`src/rtl/csr_access_unit_pkg.sv`:
```
// Shared definitions for the CSR access unit: op and FSM encodings, address width.
package csr_access_unit_pkg;

    localparam int CSR_ADDR_W = 12;

    typedef enum logic [1:0] {
        CSR_OP_ILL = 2'b00,
        CSR_OP_RW  = 2'b01,
        CSR_OP_RS  = 2'b10,
        CSR_OP_RC  = 2'b11
    } csr_op_e;

    typedef enum logic [2:0] {
        ST_IDLE  = 3'd0,
        ST_READ  = 3'd1,
        ST_WAIT  = 3'd2,
        ST_WRITE = 3'd3,
        ST_RESP  = 3'd4,
        ST_FAULT = 3'd5
    } csr_state_e;

    // Set/clear with a zero source must not disturb the CSR, so the write is skipped.
    function automatic logic op_skips_write(csr_op_e op, logic src_is_x0);
        return ((op == CSR_OP_RS) || (op == CSR_OP_RC)) && src_is_x0;
    endfunction

endpackage

```
`src/rtl/csr_access_unit_if.sv`:
```
// Bundle of the execute request, CSR file read/write, and writeback response signals.
interface csr_access_unit_if
    import csr_access_unit_pkg::*;
#(
    parameter int DATA_WIDTH = 32
);
    logic                  req_valid;
    logic                  req_ready;
    logic [1:0]            req_op;
    logic [CSR_ADDR_W-1:0] req_addr;
    logic [DATA_WIDTH-1:0] req_wdata;
    logic                  req_rd_is_x0;
    logic                  req_src_is_x0;
    logic                  flush;
    logic                  csr_read_en;
    logic [CSR_ADDR_W-1:0] csr_read_addr;
    logic [DATA_WIDTH-1:0] csr_rdata;
    logic                  csr_rdata_valid;
    logic                  csr_write_en;
    logic [CSR_ADDR_W-1:0] csr_write_addr;
    logic [DATA_WIDTH-1:0] csr_write_data;
    logic [DATA_WIDTH-1:0] CSR_read_data;
    logic                  CSR_read_data_valid;
    logic                  csr_fault;
    logic                  scan;

    // The access unit: it drives the CSR bus and the writeback response.
    modport master (
        input  req_valid, req_op, req_addr, req_wdata, req_rd_is_x0, req_src_is_x0,
        input  flush, csr_rdata, csr_rdata_valid, scan,
        output req_ready, csr_read_en, csr_read_addr, csr_write_en, csr_write_addr,
        output csr_write_data, CSR_read_data, CSR_read_data_valid, csr_fault
    );

    // The surroundings: execute, CSR file and writeback.
    modport slave (
        output req_valid, req_op, req_addr, req_wdata, req_rd_is_x0, req_src_is_x0,
        output flush, csr_rdata, csr_rdata_valid, scan,
        input  req_ready, csr_read_en, csr_read_addr, csr_write_en, csr_write_addr,
        input  csr_write_data, CSR_read_data, CSR_read_data_valid, csr_fault
    );

endinterface

```
`src/rtl/csr_access_unit_modify_logic.sv`:
```
// Combinational RW/RS/RC merge of the old CSR value with the source operand.
module csr_modify_logic
    import csr_access_unit_pkg::*;
#(
    parameter int DATA_WIDTH = 32
) (
    input  csr_op_e               i_op,
    input  logic [DATA_WIDTH-1:0] i_old,
    input  logic [DATA_WIDTH-1:0] i_wdata,
    output logic [DATA_WIDTH-1:0] o_wvalue
);

    // Select the new CSR value for the requested operation.
    always_comb begin
        o_wvalue = i_wdata;
        case (i_op)
            CSR_OP_RS: o_wvalue = i_old | i_wdata;
            CSR_OP_RC: o_wvalue = i_old & ~i_wdata;
            default:   o_wvalue = i_wdata;
        endcase
    end

endmodule

```
`src/rtl/csr_access_unit.sv`:
```
// Initiator side of the CSR read/modify/write protocol; stalls execute while busy.
module csr_access_unit
    import csr_access_unit_pkg::*;
#(
    parameter int CORE            = 0,
    parameter int DATA_WIDTH      = 32,
    parameter int TIMEOUT_CYCLES  = 16,
    parameter int SCAN_CYCLES_MIN = 0,
    parameter int SCAN_CYCLES_MAX = 1000
) (
    input  logic               clock,
    input  logic               reset,
    csr_access_unit_if.master  bus
);

    localparam int CNT_W = $clog2(TIMEOUT_CYCLES + 1);

    csr_state_e            r_state;
    csr_state_e            w_state_next;
    csr_op_e               r_op;
    logic [CSR_ADDR_W-1:0] r_addr;
    logic [DATA_WIDTH-1:0] r_wdata;
    logic [DATA_WIDTH-1:0] r_old;
    logic                  r_rd_x0;
    logic                  r_src_x0;
    logic [CNT_W-1:0]      r_cnt;
    logic                  w_accept;
    logic                  w_rdata_take;
    logic                  w_timeout;
    logic [DATA_WIDTH-1:0] w_write_value;
    csr_op_e               w_req_op;

    assign w_req_op     = csr_op_e'(bus.req_op);
    // A flush in IDLE blocks the handshake so a squashed instruction never starts.
    assign w_accept     = (r_state == ST_IDLE) && bus.req_valid && !bus.flush;
    assign w_rdata_take = (r_state == ST_WAIT) && bus.csr_rdata_valid && !bus.flush;
    // Counter holds the number of WAIT cycles already elapsed, so this is the last one.
    assign w_timeout    = (r_cnt == CNT_W'(TIMEOUT_CYCLES - 1));

    // State register.
    always_ff @(posedge clock or negedge reset) begin
        if (!reset) begin
            r_state <= ST_IDLE;
        end else begin
            r_state <= w_state_next;
        end
    end

    // Next-state decode; returning data takes priority over the timeout.
    always_comb begin
        w_state_next = r_state;
        case (r_state)
            ST_IDLE: begin
                if (w_accept) begin
                    if (w_req_op == CSR_OP_ILL) begin
                        w_state_next = ST_FAULT;
                    end else if ((w_req_op == CSR_OP_RW) && bus.req_rd_is_x0) begin
                        w_state_next = ST_WRITE;
                    end else begin
                        w_state_next = ST_READ;
                    end
                end
            end
            ST_READ: begin
                w_state_next = bus.flush ? ST_IDLE : ST_WAIT;
            end
            ST_WAIT: begin
                if (bus.flush) begin
                    w_state_next = ST_IDLE;
                end else if (bus.csr_rdata_valid) begin
                    w_state_next = op_skips_write(r_op, r_src_x0) ? ST_RESP : ST_WRITE;
                end else if (w_timeout) begin
                    w_state_next = ST_FAULT;
                end
            end
            ST_WRITE: w_state_next = ST_RESP;
            ST_RESP:  w_state_next = ST_IDLE;
            ST_FAULT: w_state_next = ST_IDLE;
            default:  w_state_next = ST_IDLE;
        endcase
    end

    // Latch the request on accept, capture the old value, and run the wait counter.
    always_ff @(posedge clock or negedge reset) begin
        if (!reset) begin
            r_op     <= CSR_OP_ILL;
            r_addr   <= '0;
            r_wdata  <= '0;
            r_old    <= '0;
            r_rd_x0  <= 1'b0;
            r_src_x0 <= 1'b0;
            r_cnt    <= '0;
        end else begin
            if (w_accept) begin
                r_op     <= w_req_op;
                r_addr   <= bus.req_addr;
                r_wdata  <= bus.req_wdata;
                r_rd_x0  <= bus.req_rd_is_x0;
                r_src_x0 <= bus.req_src_is_x0;
                r_old    <= '0;
            end
            if (r_state == ST_READ) begin
                r_cnt <= '0;
            end else if (r_state == ST_WAIT) begin
                r_cnt <= r_cnt + CNT_W'(1);
            end
            if (w_rdata_take) begin
                r_old <= bus.csr_rdata;
            end
        end
    end

    csr_modify_logic #(
        .DATA_WIDTH (DATA_WIDTH)
    ) u_modify (
        .i_op     (r_op),
        .i_old    (r_old),
        .i_wdata  (r_wdata),
        .o_wvalue (w_write_value)
    );

    // Outputs decode straight from the state so an asynchronous reset drops them at once.
    assign bus.req_ready           = reset && (r_state == ST_IDLE);
    assign bus.csr_read_en         = (r_state == ST_READ);
    assign bus.csr_read_addr       = (r_state == ST_READ) ? r_addr : '0;
    assign bus.csr_write_en        = (r_state == ST_WRITE);
    assign bus.csr_write_addr      = (r_state == ST_WRITE) ? r_addr : '0;
    assign bus.csr_write_data      = (r_state == ST_WRITE) ? w_write_value : '0;
    assign bus.CSR_read_data       = (r_state == ST_RESP) ? r_old : '0;
    assign bus.CSR_read_data_valid = (r_state == ST_RESP) && !((r_op == CSR_OP_RW) && r_rd_x0);
    assign bus.csr_fault           = (r_state == ST_FAULT);

endmodule

```
`src/flat_wrapper.sv`:
```
// flat-port wrapper written by rule: the top's interface ports become plain ports
module csr_access_unit_flat import csr_access_unit_pkg::*;
#(
    parameter int CORE            = 0,
    parameter int DATA_WIDTH      = 32,
    parameter int TIMEOUT_CYCLES  = 16,
    parameter int SCAN_CYCLES_MIN = 0,
    parameter int SCAN_CYCLES_MAX = 1000
)
  (clock, reset, bus_req_valid, bus_req_op, bus_req_addr, bus_req_wdata, bus_req_rd_is_x0, bus_req_src_is_x0, bus_flush, bus_csr_rdata, bus_csr_rdata_valid, bus_scan, bus_req_ready, bus_csr_read_en, bus_csr_read_addr, bus_csr_write_en, bus_csr_write_addr, bus_csr_write_data, bus_CSR_read_data, bus_CSR_read_data_valid, bus_csr_fault);
  csr_access_unit_if #(.DATA_WIDTH(DATA_WIDTH)) bus_i ();
  input  logic clock;
  input  logic reset;
  input wire logic [$bits(bus_i.req_valid)-1:0] bus_req_valid;
  input wire logic [$bits(bus_i.req_op)-1:0] bus_req_op;
  input wire logic [$bits(bus_i.req_addr)-1:0] bus_req_addr;
  input wire logic [$bits(bus_i.req_wdata)-1:0] bus_req_wdata;
  input wire logic [$bits(bus_i.req_rd_is_x0)-1:0] bus_req_rd_is_x0;
  input wire logic [$bits(bus_i.req_src_is_x0)-1:0] bus_req_src_is_x0;
  input wire logic [$bits(bus_i.flush)-1:0] bus_flush;
  input wire logic [$bits(bus_i.csr_rdata)-1:0] bus_csr_rdata;
  input wire logic [$bits(bus_i.csr_rdata_valid)-1:0] bus_csr_rdata_valid;
  input wire logic [$bits(bus_i.scan)-1:0] bus_scan;
  output wire logic [$bits(bus_i.req_ready)-1:0] bus_req_ready;
  output wire logic [$bits(bus_i.csr_read_en)-1:0] bus_csr_read_en;
  output wire logic [$bits(bus_i.csr_read_addr)-1:0] bus_csr_read_addr;
  output wire logic [$bits(bus_i.csr_write_en)-1:0] bus_csr_write_en;
  output wire logic [$bits(bus_i.csr_write_addr)-1:0] bus_csr_write_addr;
  output wire logic [$bits(bus_i.csr_write_data)-1:0] bus_csr_write_data;
  output wire logic [$bits(bus_i.CSR_read_data)-1:0] bus_CSR_read_data;
  output wire logic [$bits(bus_i.CSR_read_data_valid)-1:0] bus_CSR_read_data_valid;
  output wire logic [$bits(bus_i.csr_fault)-1:0] bus_csr_fault;
  assign bus_i.req_valid = bus_req_valid;
  assign bus_i.req_op = bus_req_op;
  assign bus_i.req_addr = bus_req_addr;
  assign bus_i.req_wdata = bus_req_wdata;
  assign bus_i.req_rd_is_x0 = bus_req_rd_is_x0;
  assign bus_i.req_src_is_x0 = bus_req_src_is_x0;
  assign bus_i.flush = bus_flush;
  assign bus_i.csr_rdata = bus_csr_rdata;
  assign bus_i.csr_rdata_valid = bus_csr_rdata_valid;
  assign bus_i.scan = bus_scan;
  assign bus_req_ready = bus_i.req_ready;
  assign bus_csr_read_en = bus_i.csr_read_en;
  assign bus_csr_read_addr = bus_i.csr_read_addr;
  assign bus_csr_write_en = bus_i.csr_write_en;
  assign bus_csr_write_addr = bus_i.csr_write_addr;
  assign bus_csr_write_data = bus_i.csr_write_data;
  assign bus_CSR_read_data = bus_i.CSR_read_data;
  assign bus_CSR_read_data_valid = bus_i.CSR_read_data_valid;
  assign bus_csr_fault = bus_i.csr_fault;
  csr_access_unit #(.CORE(CORE), .DATA_WIDTH(DATA_WIDTH), .TIMEOUT_CYCLES(TIMEOUT_CYCLES), .SCAN_CYCLES_MIN(SCAN_CYCLES_MIN), .SCAN_CYCLES_MAX(SCAN_CYCLES_MAX)) u_core (.clock(clock), .reset(reset), .bus(bus_i));
endmodule
```
`config.mk`:
```
export PLATFORM = sky130hd
export DESIGN_NAME = csr_access_unit_flat
export DESIGN_NICKNAME = d
export VERILOG_FILES = /design/src/rtl/csr_access_unit_pkg.sv /design/src/rtl/csr_access_unit_if.sv /design/src/rtl/csr_access_unit_modify_logic.sv /design/src/rtl/csr_access_unit.sv /design/src/flat_wrapper.sv
export SDC_FILE = /design/constraint.sdc
export NUM_CORES = 1
export LEC_CHECK = 0
export ABC_CLOCK_PERIOD_IN_PS = 1900
export CORE_MARGIN = 5
export CORE_UTILIZATION = 44
export CTS_CLUSTER_DIAMETER = 50
export DETAILED_ROUTE_END_ITERATION = 6
export PLACE_DENSITY = 0.81
export SLEW_MARGIN = 20
export SYNTH_ARGS = -nofsm -noshare
export SYNTH_HDL_FRONTEND = slang
export SYNTH_SLANG_ARGS = --single-unit
```
`constraint.sdc`:
```
create_clock -name clock -period 1.9 [get_ports clock]
set_input_delay 0.475 -clock clock [delete_from_list [all_inputs] [get_ports clock]]
set_output_delay 0.475 -clock clock [all_outputs]
set_load 0.005 [all_outputs]
```
==> out/metrics.cfg, run 1 <==
[synth]
synthCells=416
netlist_area_mm2=0.00445
ys_types=34
ys_seq_area_share_pct=49.5
syn_nets=504
ys_seq_elements=88
syn_area_per_cell_um2=10.7
yosysWarnings=0

[cells_and_area]
n_antenna_cell=0
drive_gt1_share_pct=48.7
nNetsFinal=755
syn2layout_area_growth_pct=74.8

[sta]
slew_violations=0
setup-violations-final=93
period_share_pct=118
fin_setup_tns_ns=-20.87
setup_slack_ns=-0.346
clock_skew_ns=0.0136
fmax_ghz=0.445
hold_viol_final=0
slew_headroom_pct=54.5
fin_crit_ns=2.25
tightestPinTransition_ns=0.683
rsz0062_at_grt=yes

[worst_setup_path]
cp-end-kind=output port
startpoint_type=flip-flop
crit_path_start=u_core.r_state[1]$_DFFE_PN0P_
crit_fanout=6
timing_worst_setup_path_type=flip-flop to output port
crit_arrival_ns=1.77
crit_required_ns=1.42
reg2reg_slack_ns=-0.09
r2r_start=u_core.r_state[1]$_DFFE_PN0P_

[power]
power_uw=8730
vdd_drop_max_mv=0.536
power_leakage_uw=0.00361
power_density_mw_per_mm2=1120

[global_route]
antenna_found_initial=0
use_met2_pct=46.8
top_usage_layer=met2
gr-total-overflow=0
grt_use_met1_pct=32.6
grt_pass1_wl_mm=26.6
met3_usage_pct=6.18
grt_pass1_vias=4949
grt_max_degree=54
groute.usage.overall_pct=26.6

[detailed_routing]
totalWireLength_mm=17.1
vias_per_cell=5.56
vias=4473
drc=0
wl_per_cell_um=21.3
ant_nets=0
drt_iter0_markers=261
first_pass_iters=5

[status]
violations=negative setup slack
status=complete, but fails checks

[clock_tree]
root_buffer=clkbuf_8
clockBufferDepth=2
cts_max_level=3
clock_sinks=88
clk_latency_ns=0.35
clk_pin_slew_ns=0.09
cts_tree=built
cts_buffers=9

[floorplan]
start_util_pct=45.3
fp.dieW_um=111
rows=36
die-area_mm2=0.0122
die_height_um=111
core_mm2=0.00982
io_pins=179

[run]
drv_cap=0

[place]
io_buffers=177
hpwl_mm=9.96
place.gp.congestion=0.863

[min_path]
hold_class=input port to async pin

worst max-delay path: stages, from the launching register on:
cell and delay (ns):
dfrtp_1 0.41, buf_6 0.14, nor2_4 0.14, buf_6 0.13
buf_6 0.12, buf_12 0.12, buf_6 0.09, and3_4 0.17
buf_6 0.09
cells by family after synthesis:
| family | synth area share, % |
|---|---|
| compound gates | 13.4 |
| fa+ha+maj | 0.563 |
| buf+inv | 3.80 |
| flops | 49.5 |
| mux | 12.2 |
| simple gates | 20.5 |
state kept, by name, summed over array words and instances, names as in the netlist:
register / cells
u_core.r_addr: 12
u_core.r_cnt: 5
u_core.r_old: 32
u_core.r_op: 2
u_core.r_rd_x0: 1
u_core.r_src_x0: 1
u_core.r_state: 3
u_core.r_wdata: 32
metrics by stage:
stage          cells  hold WS [ns]  area [um2]  utilization [%]  setup slack, ns
4_1_cts          804         0.167        7570             77.1           -0.389
5_1_grt          805         0.190        7770             79.1           -0.435
3_3_place_gp     736         0.489        6710             68.3           -0.240
2_1_floorplan    416         0.179        4450                -           0.0825
3_5_place_dp     736         0.493        6710             68.3           -0.264
6_report         805         0.169        7770             79.1           -0.346
what timing repair did:
| action | CTS | global route |
|---|---|---|
| hold buffers | 0 | 0 |
| pin swaps | 22 | 7 |
| setup endpoints to repair | 94 | 159 |
| resized for setup | 478 | 71 |
| buffers inserted | 50 | 10 |
| gates cloned | 6 | 0 |
Yosys cell counts, drive strengths merged:
| cell type | n | share of area, % |
|---|---|---|
| dfrtp | 88 | 50 |
| mux2 | 48 | 12 |
| nand2 | 40 | 3.4 |
| a21oi | 38 | 4.3 |
| and3 | 35 | 4.9 |
| a22o | 32 | 6.3 |
| nand3b | 32 | 5.4 |
| clkbuf | 26 | 2.2 |
| and2 | 25 | 3.5 |
| buf | 10 | 1.3 |
| o21ai | 7 | 0.79 |
| inv | 4 | 0.34 |
| nor3b | 4 | 0.79 |
| nor4b | 3 | 0.73 |
| a21boi | 2 | 0.34 |
| a22oi | 2 | 0.34 |
| a41oi | 2 | 0.39 |
| ha | 2 | 0.56 |
| nand2b | 2 | 0.28 |
| nor2 | 2 | 0.17 |
| nor3 | 2 | 0.23 |
| o211a | 2 | 0.45 |
| a2111oi | 1 | 0.34 |
| a21o | 1 | 0.17 |
| and3b | 1 | 0.20 |
| nand3 | 1 | 0.11 |
| nand4b | 1 | 0.20 |
| or2 | 1 | 0.14 |
| or4 | 1 | 0.17 |
| or4b | 1 | 0.31 |
cell usage in the layout (no fill, tap or decap), types with 18 or more instances in the layout:
cell type        instances
nand3b_1                32
buf_6                   74
a22o_1                  32
mux2_2                  39
a21oi_2                 31
clkdlybuf4s50_1         83
and3_4                  18
nand2_1                 39
buf_2                   50
buf_4                   40
dfrtp_1                 88
layer usage:
layer / vias up / share of wire, %
met5: - / 0
met1: 2238 / 39
met4: 0 / 2.1
met3: 30 / 6.4
met2: 215 / 52
li1: 1990 / -
area by class of cell:
cell class,instances,area (um2)
multi-input cells,288,2410
flip-flops and latches,88,2200
inverters,4,17.5
fillers,602,2050
repair buffers,276,2740
clock inverters,4,76.3
clock buffers,12,155
well taps,133,166
power breakdown:
| group | switching, uW | internal (uW) |
|---|---|---|
| logic | 1770 | 2270 |
| registers | 601 | 2580 |
| clock network | 684 | 817 |
| total | 3050 | 5680 |
final timing paths:
path                                                       to  cells past startpoint
worst min register to register   u_core.r_addr[8]$_DFFE_PN0P_                      1
min in group clock               u_core.r_addr[8]$_DFFE_PN0P_                      1
worst min-delay path            u_core.r_addr[11]$_DFFE_PN0P_                      2
max in group asynchronous        u_core.r_old[11]$_DFFE_PN0P_                      3
worst max-delay path                    bus_CSR_read_data[16]                      8
worst max register to register  u_core.r_state[2]$_DFFE_PN0P_                     12
(Power assumes the default switching activity.)
==> run 2, diff against run 1 <==
--- a/config.mk
+++ b/config.mk
@@ -15,3 +15,4 @@
 export SYNTH_ARGS = -nofsm -noshare
 export SYNTH_HDL_FRONTEND = slang
 export SYNTH_SLANG_ARGS = --single-unit
+export TNS_END_PERCENT = 5
==> out/metrics.cfg, run 2 (synthesized netlist as in run 1, its figures left out) <==
[cells_and_area]
multi_input_area_mm2=0.00240  ; -0.16%
reg.largest.list=u_core.r_old (32), u_core.r_wdata (32), u_core.r_addr (12)
drive_gt1_share_pct=45.6  ; -3.1 points
nNetsFinal=730  ; -3.3%
n_antenna_cell=0  ; unchanged
syn2layout_area_growth_pct=66.2
area.sequential_mm2=0.00220  ; unchanged
layout_common_cells=dfrtp_1 (88), clkdlybuf4s50_1 (83), buf_2 (63)
n_fill_cell=674  ; +12%
layout_commonest_cell=dfrtp_1
final_cell_area_mm2=0.00739  ; -4.9%

[clock_tree]
clockBufferDepth=2  ; unchanged
cts_max_level=3  ; unchanged
cts_buffers=9  ; unchanged
clk_pin_slew_ns=0.10  ; about the same
clock_sinks=88  ; unchanged
clk_latency_ns=0.35  ; about the same
root_buffer=clkbuf_8
cts_tree=built

[floorplan]
start_util_pct=45.3  ; unchanged
die_height_um=111  ; unchanged
io_pins=179  ; unchanged
die-area_mm2=0.0122  ; unchanged
fp.dieW_um=111  ; unchanged
rows=36  ; unchanged
core_mm2=0.00982  ; unchanged

[power]
power_density_mw_per_mm2=1140  ; +1.3%
vdd_drop_max_mv=0.560  ; +4.5%
power_leakage_uw=0.00348  ; -3.8%
power_uw=8410  ; -3.7%

[global_route]
antenna_found_initial=0  ; unchanged
gr-total-overflow=0  ; unchanged
groute.usage.overall_pct=23.7  ; -2.9 points
grt_max_degree=54  ; unchanged
grt_pass1_wl_mm=23.9  ; -10%
grt_pass1_vias=4553  ; -8.0%

[worst_setup_path]
r2r_start=u_core.r_state[1]$_DFFE_PN0P_
cp-end-kind=output port
crit_slowest_cell=dfrtp_1
crit_required_ns=1.42  ; about the same
crit_chain=buf_6 > nor2_4 > buf_6 > buf_6 > and3_4 > clkdlybuf4s15_2
timing_worst_setup_path_type=flip-flop to output port
crit_top_cell=buf_6
crit_path_start=u_core.r_state[0]$_DFFE_PN0P_
startpoint_type=flip-flop
crit_arrival_ns=1.76  ; about the same
crit_fanout=10  ; +4
cp_slowest_stage_delay_ns=0.42  ; about the same

[place]
pre_cts_ws_ns=-0.264  ; unchanged
place_area_mm2=0.00671  ; unchanged
place.gp.congestion=0.863  ; unchanged
hpwl_mm=9.96  ; unchanged
io_buffers=177  ; unchanged

[sta]
setup-violations-final=93  ; unchanged
slew_violations=0  ; unchanged
rsz0062_at_grt=yes
setup_slack_ns=-0.331  ; +0.0144 ns
period_share_pct=117  ; -0.76 points
fin_setup_tns_ns=-21.55  ; -0.681 ns
hold_viol_final=0  ; unchanged
clock_skew_ns=0.0141  ; +0.000526 ns
fmax_ghz=0.448  ; +0.64%
fin_crit_ns=2.23  ; -0.0144 ns
slew_headroom_pct=54.7  ; +0.25 points
whs_ns=0.157  ; -0.0119 ns
tightestPinTransition_ns=0.679  ; -0.00377 ns

[detailed_routing]
vias_per_cell=5.55  ; -0.12%
drt_iter0_markers=250  ; -4.2%
ant_nets=0  ; unchanged
totalWireLength_mm=15.7  ; -8.3%
wl_per_cell_um=20.1  ; -5.4%
vias=4329  ; -3.2%
first_pass_iters=5  ; unchanged
drc=0  ; unchanged

[status]
violations=negative setup slack
status=complete, but fails checks

[min_path]
hold_class=input port to async pin

[run]
drv_cap=0  ; unchanged

run 2: path summary, 6_finish.rpt:
check                                                end  depth (start not counted)  slack (ns)
hold / removal             u_core.r_addr[11]$_DFFE_PN0P_                          2        0.16
setup reg to reg           u_core.r_state[2]$_DFFE_PN0P_                          7       -0.03
max in group asynchronous   u_core.r_old[31]$_DFFE_PN0P_                          3        0.67
setup / recovery                   bus_CSR_read_data[11]                          6       -0.33
min in group clock           u_core.r_old[6]$_DFFE_PN0P_                          1        0.53
hold reg to reg              u_core.r_old[6]$_DFFE_PN0P_                          1        0.53
run 2: worst max-delay path: cells and delay by family (launching register included):
kind | cells | cell delay [ns]
buffers and inverters | 4 | 0.61
DFF | 1 | 0.42
and+or+nand+nor | 2 | 0.38
run 2: per-layer routing:
metal  routed length (um)  track usage, %  share of wire [%]  vias up
met5                    0               0                  0        -
met4                  181            5.42                1.2        0
met3                 1050            6.07                6.7       15
met2                 8010            40.7                 51      169
met1                 6470            30.1                 41     2196
li1                     -               -                  -     1949
run 2: final cells by class:
cell class	instances	share of cell area, %
Timing Repair Buffer	251	32.0
Clock inverter	4	1.03
Inverter	4	0.237
Clock buffer	12	2.10
Sequential cell	88	29.8
Tap cell	133	2.25
Multi-Input combinational cell	288	32.5
run 2: power breakdown:
group | leakage [uW] | switching (uW) | total, uW | internal [uW]
combinational | 0.00225 | 1660 | 3760 | 2100
clock | 0.000113 | 671 | 1490 | 817
sequential | 0.00111 | 571 | 3160 | 2590
run 2: metrics by stage:
stage	instances	util (%)
after floorplan	416	-
after CTS	777	72.7
after global placement	736	68.3
final	780	75.2
after detailed placement	736	68.3
after global routing	780	75.2
run 2: repair_timing:
action                                  in CTS  in global routing
endpoints found under the setup margin      94                174
hold buffers                                 0                  0
setup buffers                               23                  3
pin swaps                                   18                  6
resized for setup                          390                107
gates cloned                                 2                  5
